File: config.mk
export PLATFORM = sky130hd
export DESIGN_NAME = uart_rx_ctrl
export DESIGN_NICKNAME = d
export VERILOG_FILES = /design/src/rtl/uart_pkg.sv /design/src/rtl/uart_sync_fifo.sv /design/src/rtl/uart_rx_ctrl.sv
export SDC_FILE = /design/constraint.sdc
export NUM_CORES = 1
export LEC_CHECK = 0
export CORE_UTILIZATION = 26
export DETAILED_ROUTE_END_ITERATION = 10
export DONT_BUFFER_PORTS = 1
export GPL_TIMING_DRIVEN = 1
export PLACE_DENSITY = 0.37
export SLEW_MARGIN = 20
export SYNTH_ARGS = -nofsm -noshare
export SYNTH_HDL_FRONTEND = slang
export SYNTH_SLANG_ARGS = --single-unit
File: constraint.sdc
create_clock -name rx_clk -period 3 [get_ports rx_clk]
set_clock_uncertainty 0.2 [all_clocks]
set_input_delay 0.6 -clock rx_clk [delete_from_list [all_inputs] [get_ports rx_clk]]
set_output_delay 0.6 -clock rx_clk [all_outputs]
set_load 0.005 [all_outputs]
File: src/rtl/uart_pkg.sv
// Shared types and constants for the UART receive path.
// Holds the controller state encoding, frame-length limits and the FIFO entry layout.
package uart_pkg;

  typedef enum logic [1:0] {
    ST_DISABLED = 2'd0,
    ST_ARMED    = 2'd1,
    ST_CAPTURE  = 2'd2,
    ST_CLEAR    = 2'd3
  } rx_ctrl_state_t;

  localparam int DLEN_MIN   = 5;
  localparam int DLEN_MAX   = 8;
  localparam int OVERSAMPLE = 16;

  typedef struct packed {
    logic       err;
    logic [7:0] data;
  } rx_entry_t;

  // Out-of-range data lengths fall back to the widest legal frame.
  function automatic logic [3:0] legal_dlen(input logic [3:0] len);
    logic [3:0] res;
    if ((len < 4'(DLEN_MIN)) || (len > 4'(DLEN_MAX))) begin
      res = 4'(DLEN_MAX);
    end else begin
      res = len;
    end
    return res;
  endfunction

endpackage

File: src/rtl/uart_sync_fifo.sv
// Single-clock first-word-fall-through FIFO shared by the UART RX and TX controllers.
// A pop frees a slot before the push is judged, so push+pop while full always succeeds.
module uart_sync_fifo #(
  parameter int WIDTH = 9,
  parameter int DEPTH = 4
) (
  input  logic             clk,
  input  logic             rst,
  input  logic             push,
  input  logic [WIDTH-1:0] push_data,
  input  logic             pop,
  output logic [WIDTH-1:0] head,
  output logic             full,
  output logic             empty
);

  localparam int AW = $clog2(DEPTH);

  logic [WIDTH-1:0] mem_r [DEPTH];
  logic [AW:0]      wr_ptr_r;
  logic [AW:0]      rd_ptr_r;
  logic             do_push_s;
  logic             do_pop_s;

  // Occupancy flags and head word, all taken from registered state
  always_comb begin
    empty     = (wr_ptr_r == rd_ptr_r);
    full      = (wr_ptr_r[AW] != rd_ptr_r[AW]) && (wr_ptr_r[AW-1:0] == rd_ptr_r[AW-1:0]);
    do_pop_s  = pop && !empty;
    do_push_s = push && (!full || do_pop_s);
    head      = mem_r[rd_ptr_r[AW-1:0]];
  end

  // Storage and pointer update
  always_ff @(posedge clk) begin
    if (!rst) begin
      wr_ptr_r <= {(AW+1){1'b0}};
      rd_ptr_r <= {(AW+1){1'b0}};
      for (int i = 0; i < DEPTH; i++) begin
        mem_r[i] <= {WIDTH{1'b0}};
      end
    end else begin
      if (do_push_s) begin
        mem_r[wr_ptr_r[AW-1:0]] <= push_data;
        wr_ptr_r                <= wr_ptr_r + (AW+1)'(1);
      end
      if (do_pop_s) begin
        rd_ptr_r <= rd_ptr_r + (AW+1)'(1);
      end
    end
  end

endmodule

File: src/rtl/uart_rx_ctrl.sv
// Receive-side controller: owns the frame config, arms the UART RX core, buffers
// captured frames with their error flag and reports overrun and idle-line timeout.
module uart_rx_ctrl #(
  parameter int DEPTH        = 4,
  parameter int TIMEOUT_BITS = 4
) (
  input  logic       rx_clk,
  input  logic       rst,
  input  logic       en,
  input  logic       cfg_wr,
  input  logic       cfg_parity_en,
  input  logic       cfg_parity_type,
  input  logic       cfg_stop2,
  input  logic [3:0] cfg_data_len,
  input  logic       rx,
  input  logic       core_done,
  input  logic       core_err,
  input  logic [7:0] core_data,
  output logic       core_start,
  output logic       core_rst_n,
  output logic       core_parity_en,
  output logic       core_parity_type,
  output logic       core_stop2,
  output logic [3:0] core_data_len,
  output logic       m_valid,
  input  logic       m_ready,
  output logic [7:0] m_data,
  output logic       m_err,
  output logic       overrun,
  input  logic       ovr_clr,
  output logic       idle_to,
  output logic       cfg_err
);

  import uart_pkg::*;

  localparam int TO_LIMIT = TIMEOUT_BITS * OVERSAMPLE;
  localparam int TW       = $clog2(TO_LIMIT) + 1;

  rx_ctrl_state_t  state_r;
  logic            done_prev_r;
  logic            rx_prev_r;
  logic [TW-1:0]   to_cnt_r;
  rx_entry_t       push_entry_s;
  rx_entry_t       head_s;
  logic            push_s;
  logic            pop_s;
  logic            drop_s;
  logic            done_rise_s;
  logic            rx_fall_s;
  logic            fifo_full_s;
  logic            fifo_empty_s;

  // Handshake, edge detection and FIFO head unpacking
  always_comb begin
    push_s            = (state_r == ST_CAPTURE);
    m_valid           = !fifo_empty_s;
    pop_s             = m_valid && m_ready;
    drop_s            = push_s && fifo_full_s && !m_ready;
    done_rise_s       = core_done && !done_prev_r;
    rx_fall_s         = rx_prev_r && !rx;
    push_entry_s.err  = core_err;
    push_entry_s.data = core_data;
    m_data            = head_s.data;
    m_err             = head_s.err;
  end

  uart_sync_fifo #(
    .WIDTH ($bits(rx_entry_t)),
    .DEPTH (DEPTH)
  ) u_fifo (
    .clk       (rx_clk),
    .rst       (rst),
    .push      (push_s),
    .push_data (push_entry_s),
    .pop       (pop_s),
    .head      (head_s),
    .full      (fifo_full_s),
    .empty     (fifo_empty_s)
  );

  // Control FSM with registered core-side and config outputs
  always_ff @(posedge rx_clk) begin
    if (!rst) begin
      state_r          <= ST_DISABLED;
      core_start       <= 1'b0;
      core_rst_n       <= 1'b1;
      done_prev_r      <= 1'b0;
      core_parity_en   <= 1'b0;
      core_parity_type <= 1'b0;
      core_stop2       <= 1'b0;
      core_data_len    <= 4'(DLEN_MAX);
      cfg_err          <= 1'b0;
    end else begin
      done_prev_r <= core_done;
      cfg_err     <= cfg_wr && (state_r != ST_DISABLED);
      core_rst_n  <= 1'b1;
      case (state_r)
        ST_DISABLED: begin
          if (cfg_wr) begin
            core_parity_en   <= cfg_parity_en;
            core_parity_type <= cfg_parity_type;
            core_stop2       <= cfg_stop2;
            core_data_len    <= legal_dlen(cfg_data_len);
          end
          if (en) begin
            state_r    <= ST_ARMED;
            core_start <= 1'b1;
          end else begin
            core_start <= 1'b0;
          end
        end
        ST_ARMED: begin
          if (done_rise_s) begin
            state_r    <= ST_CAPTURE;
            core_start <= 1'b1;
          end else if (!en && !core_done) begin
            state_r    <= ST_DISABLED;
            core_start <= 1'b0;
          end else begin
            core_start <= 1'b1;
          end
        end
        ST_CAPTURE: begin
          if (core_err) begin
            state_r    <= ST_CLEAR;
            core_start <= 1'b0;
            core_rst_n <= 1'b0;
          end else begin
            state_r    <= ST_ARMED;
            core_start <= 1'b1;
          end
        end
        ST_CLEAR: begin
          // Treat whatever is left of the done level as already seen.
          done_prev_r <= 1'b1;
          if (en) begin
            state_r    <= ST_ARMED;
            core_start <= 1'b1;
          end else begin
            state_r    <= ST_DISABLED;
            core_start <= 1'b0;
          end
        end
        default: begin
          state_r    <= ST_DISABLED;
          core_start <= 1'b0;
        end
      endcase
    end
  end

  // Overrun flag and idle-line timeout
  always_ff @(posedge rx_clk) begin
    if (!rst) begin
      overrun   <= 1'b0;
      idle_to   <= 1'b0;
      rx_prev_r <= 1'b1;
      to_cnt_r  <= {TW{1'b0}};
    end else begin
      rx_prev_r <= rx;
      idle_to   <= 1'b0;
      if (drop_s) begin
        overrun <= 1'b1;
      end else if (ovr_clr) begin
        overrun <= 1'b0;
      end
      if (rx_fall_s || push_s) begin
        to_cnt_r <= {TW{1'b0}};
      end else if (!fifo_empty_s && (state_r == ST_ARMED) && (to_cnt_r != TW'(TO_LIMIT))) begin
        to_cnt_r <= to_cnt_r + TW'(1);
        idle_to  <= (to_cnt_r == TW'(TO_LIMIT - 1));
      end
    end
  end

endmodule

==> flow_summary.json <==
{
  "status": "finished, violations left",
  "violations": "DRC",
  "crit_arrival_ns": 1.69,
  "die_w_um": 112,
  "synth_nets": 290,
  "clock.fmax_ghz": 0.402,
  "peakVddDrop_v": 0.000250,
  "num_rows": 39,
  "pwr-share-seq_pct": 45.5,
  "cts_tree": "yes",
  "synth_top_area_share_pct": 34.2,
  "p_per_area_mw_per_mm2": 604,
  "grt_pass1_vias": 1995,
  "synthSimpleGateAreaFrac_pct": 18.9,
  "slew_viol_final": 0,
  "finalSetupViolations": 0,
  "io_pins": 46,
  "clk_pin_slew_ns": 0.05,
  "async_reset_ff_share_pct": 0,
  "min_period_ns": 2.49,
  "path_cells": "mux4_2",
  "dp_hpwl_um": 4820,
  "cp_max_fo": 9,
  "dieArea_mm2": 0.0126,
  "crit_buf_inv": 0,
  "route.detailed.drc": 2,
  "post-route-period-util_pct": 82.9,
  "cts_resized": 0,
  "r2r-start": "u_fifo.wr_ptr_r[0]",
  "via_count": 1921,
  "start_util_pct": 27.2,
  "fin_util_pct": 31.6,
  "synth_mux_area_share_pct": 7.12,
  "worst_slew_pin_slew_ns": 0.659,
  "max_stage_delay_ns": 0.74,
  "insertion_delay_ns": 0.33,
  "globalplace.congestion": 0.654,
  "cp-start-kind": "flip-flop",
  "grt_pass1_wl_um": 11200,
  "post_cts_buffers": 0,
  "synth.distinct_cells": 47,
  "yosys_most_used_dff": "edfxtp_1",
  "core_area_mm2": 0.0116,
  "syn_area_per_cell_um2": 12.3,
  "switching_power_w": 0.000461,
  "p_sw_share_pct": 20.8,
  "power_frac_clock_pct": 50.6,
  "ys_seq_elements": 67,
  "ant_nets": 0,
  "syn_inst": 258,
  "ys_top_cells_by_area": "edfxtp_1, dfxtp_1, and2_1",
  "cp_top_family": "flip-flops",
  "synthXorXnorAreaFrac_pct": 4.19,
  "ys_seq_area_share_pct": 53.8,
  "min-delay-start": "rst",
  "htreeDepth": 3,
  "hold_violations": 0,
  "cts.path.max_buffers": 2,
  "synth_top_family_by_area": "simple AND/OR/NAND/NOR gates",
  "clkSinkCount": 67,
  "cp_num_cells": 1,
  "synth_compound_area_share_pct": 9.85,
  "critical_path_class": "reg2out",
  "vias_per_cell": 4.63,
  "synth_top_area_cell": "edfxtp_1",
  "diodes": 0,
  "hold_buffers": 0,
  "synthAdderAreaFrac_pct": 3.17,
  "crit_slowest_cell": "dfxtp_1",
  "syn_to_final_growth_pct": 16.1,
  "slew_headroom_pct": 56.0,
  "min_path_type": "in2reg",
  "grt_max_degree": 33,
  "wl_um": 6820,
  "worstSetupEndpointType": "output port",
  "worstHoldPathCells": 1,
  "dieHeight_um": 112,
  "power_leakage_nw": 1.33,
  "ys_warn_count": 0,
  "synth_common_cells": "and2_1, edfxtp_1, dfxtp_1",
  "drive_above_1_share_pct": 17.6,
  "antenna_found_initial": 0,
  "drt-pass1-iter-count": 7,
  "nets": 299,
  "synth_edf_count": 36,
  "rsz0062_at_grt": "no",
  "tns_ns": 0,
  "grt_use_total_pct": 12.0,
  "wl_per_cell_um": 16.4,
  "internal_power_w": 0.00176,
  "p_comb_share_pct": 3.9,
  "cts_buffers": 9,
  "cp.required_ns": 2.20,
  "synth_area_mm2": 0.00316,
  "grt_overflow": 0,
  "maxCapViolCount": 0,
  "yosysMostFrequentCell": "and2_1",
  "cts-root-buf": "clkbuf_16",
  "portBuffers": 0,
  "drtIter0Drc": 62,
  "rr_worst_depth": 4
}
-- layout by cell type (no fill, tap or decap), types with 8 or more instances in the layout --
master,n
edfxtp_1,36
nand2_1,18
dfxtp_1,31
o21ai_0,9
buf_4,9
and2_1,40
mux4_2,9
ha_1,8
clkbuf_16,9
inv_1,10
-- registers in the layout, summed over array words and instances (netlist names), named ones only --
| signal | count |
|---|---|
| core_rst_n | 1 |
| rx_prev_r | 1 |
| u_fifo.mem_r | 36 |
| state_r | 2 |
| core_stop2 | 1 |
| u_fifo.rd_ptr_r | 3 |
| core_start | 1 |
| cfg_err | 1 |
| done_prev_r | 1 |
| core_parity_en | 1 |
| u_fifo.wr_ptr_r | 3 |
| core_parity_type | 1 |
| to_cnt_r | 7 |
| core_data_len | 4 |
| overrun | 1 |
| idle_to | 1 |
-- cell type report --
class | instances | area, um^2
Tap cell | 143 | 179
Clock inverter | 7 | 92.6
Timing Repair Buffer | 9 | 67.6
Multi-Input combinational cell | 170 | 1370
Fill cell | 1206 | 7940
Inverter | 10 | 37.5
Sequential cell | 67 | 1700
Clock buffer | 9 | 225
-- power groups by stage --
| stage | sequential [W] | clock, W | combinational (W) |
|---|---|---|---|
| after floorplan | 0.00102 | 0 | 0.0000716 |
| after global placement | 0.00103 | 0 | 0.0000869 |
| after detailed placement | 0.00103 | 0 | 0.0000873 |
| after CTS | 0.00101 | 0.00116 | 0.0000874 |
| after global routing | 0.00101 | 0.00120 | 0.0000956 |
| final | 0.00101 | 0.00112 | 0.0000855 |
-- cells by family after synthesis --
family | after synthesis
AND/OR/NAND/NOR | 99
adder cells (fa/ha/maj) | 8
XOR/XNOR | 10
AO/OA/AOI/OAI | 42
buffers and inverters | 21
flip-flops | 67
multiplexers | 11
-- through the flow --
step           hold WS (ns)  std cells  worst slack (ns)  total power, W  cell area, um^2
5_1_grt               0.138        415             0.354         0.00231             3670
2_1_floorplan         0.232        258             0.715         0.00109             3160
3_5_place_dp          0.265        399             0.524         0.00112             3350
6_report              0.147        415             0.513         0.00222             3670
3_3_place_gp          0.267        399             0.551         0.00112             3350
4_1_cts               0.135        415             0.437         0.00225             3670
-- worst paths after layout --
check | slack [ns] | to
worst max-delay path | 0.51 | m_err
worst min-delay path | 0.15 | rx_prev_r
worst max register to register | 0.57 | u_fifo.mem_r[0][0]
worst min register to register | 0.28 | idle_to
-- metal layers --
| metal | part of all wire [%] | global-route usage (%) | vias up |
|---|---|---|---|
| met5 | 0 | 0 | - |
| li1 | - | - | 944 |
| met4 | 1.6 | 5.60 | 0 |
| met1 | 49 | 15.2 | 927 |
| met2 | 45 | 18.7 | 43 |
| met3 | 4.8 | 3.94 | 7 |
No activity file was read; power rests on OpenSTA's default activity.
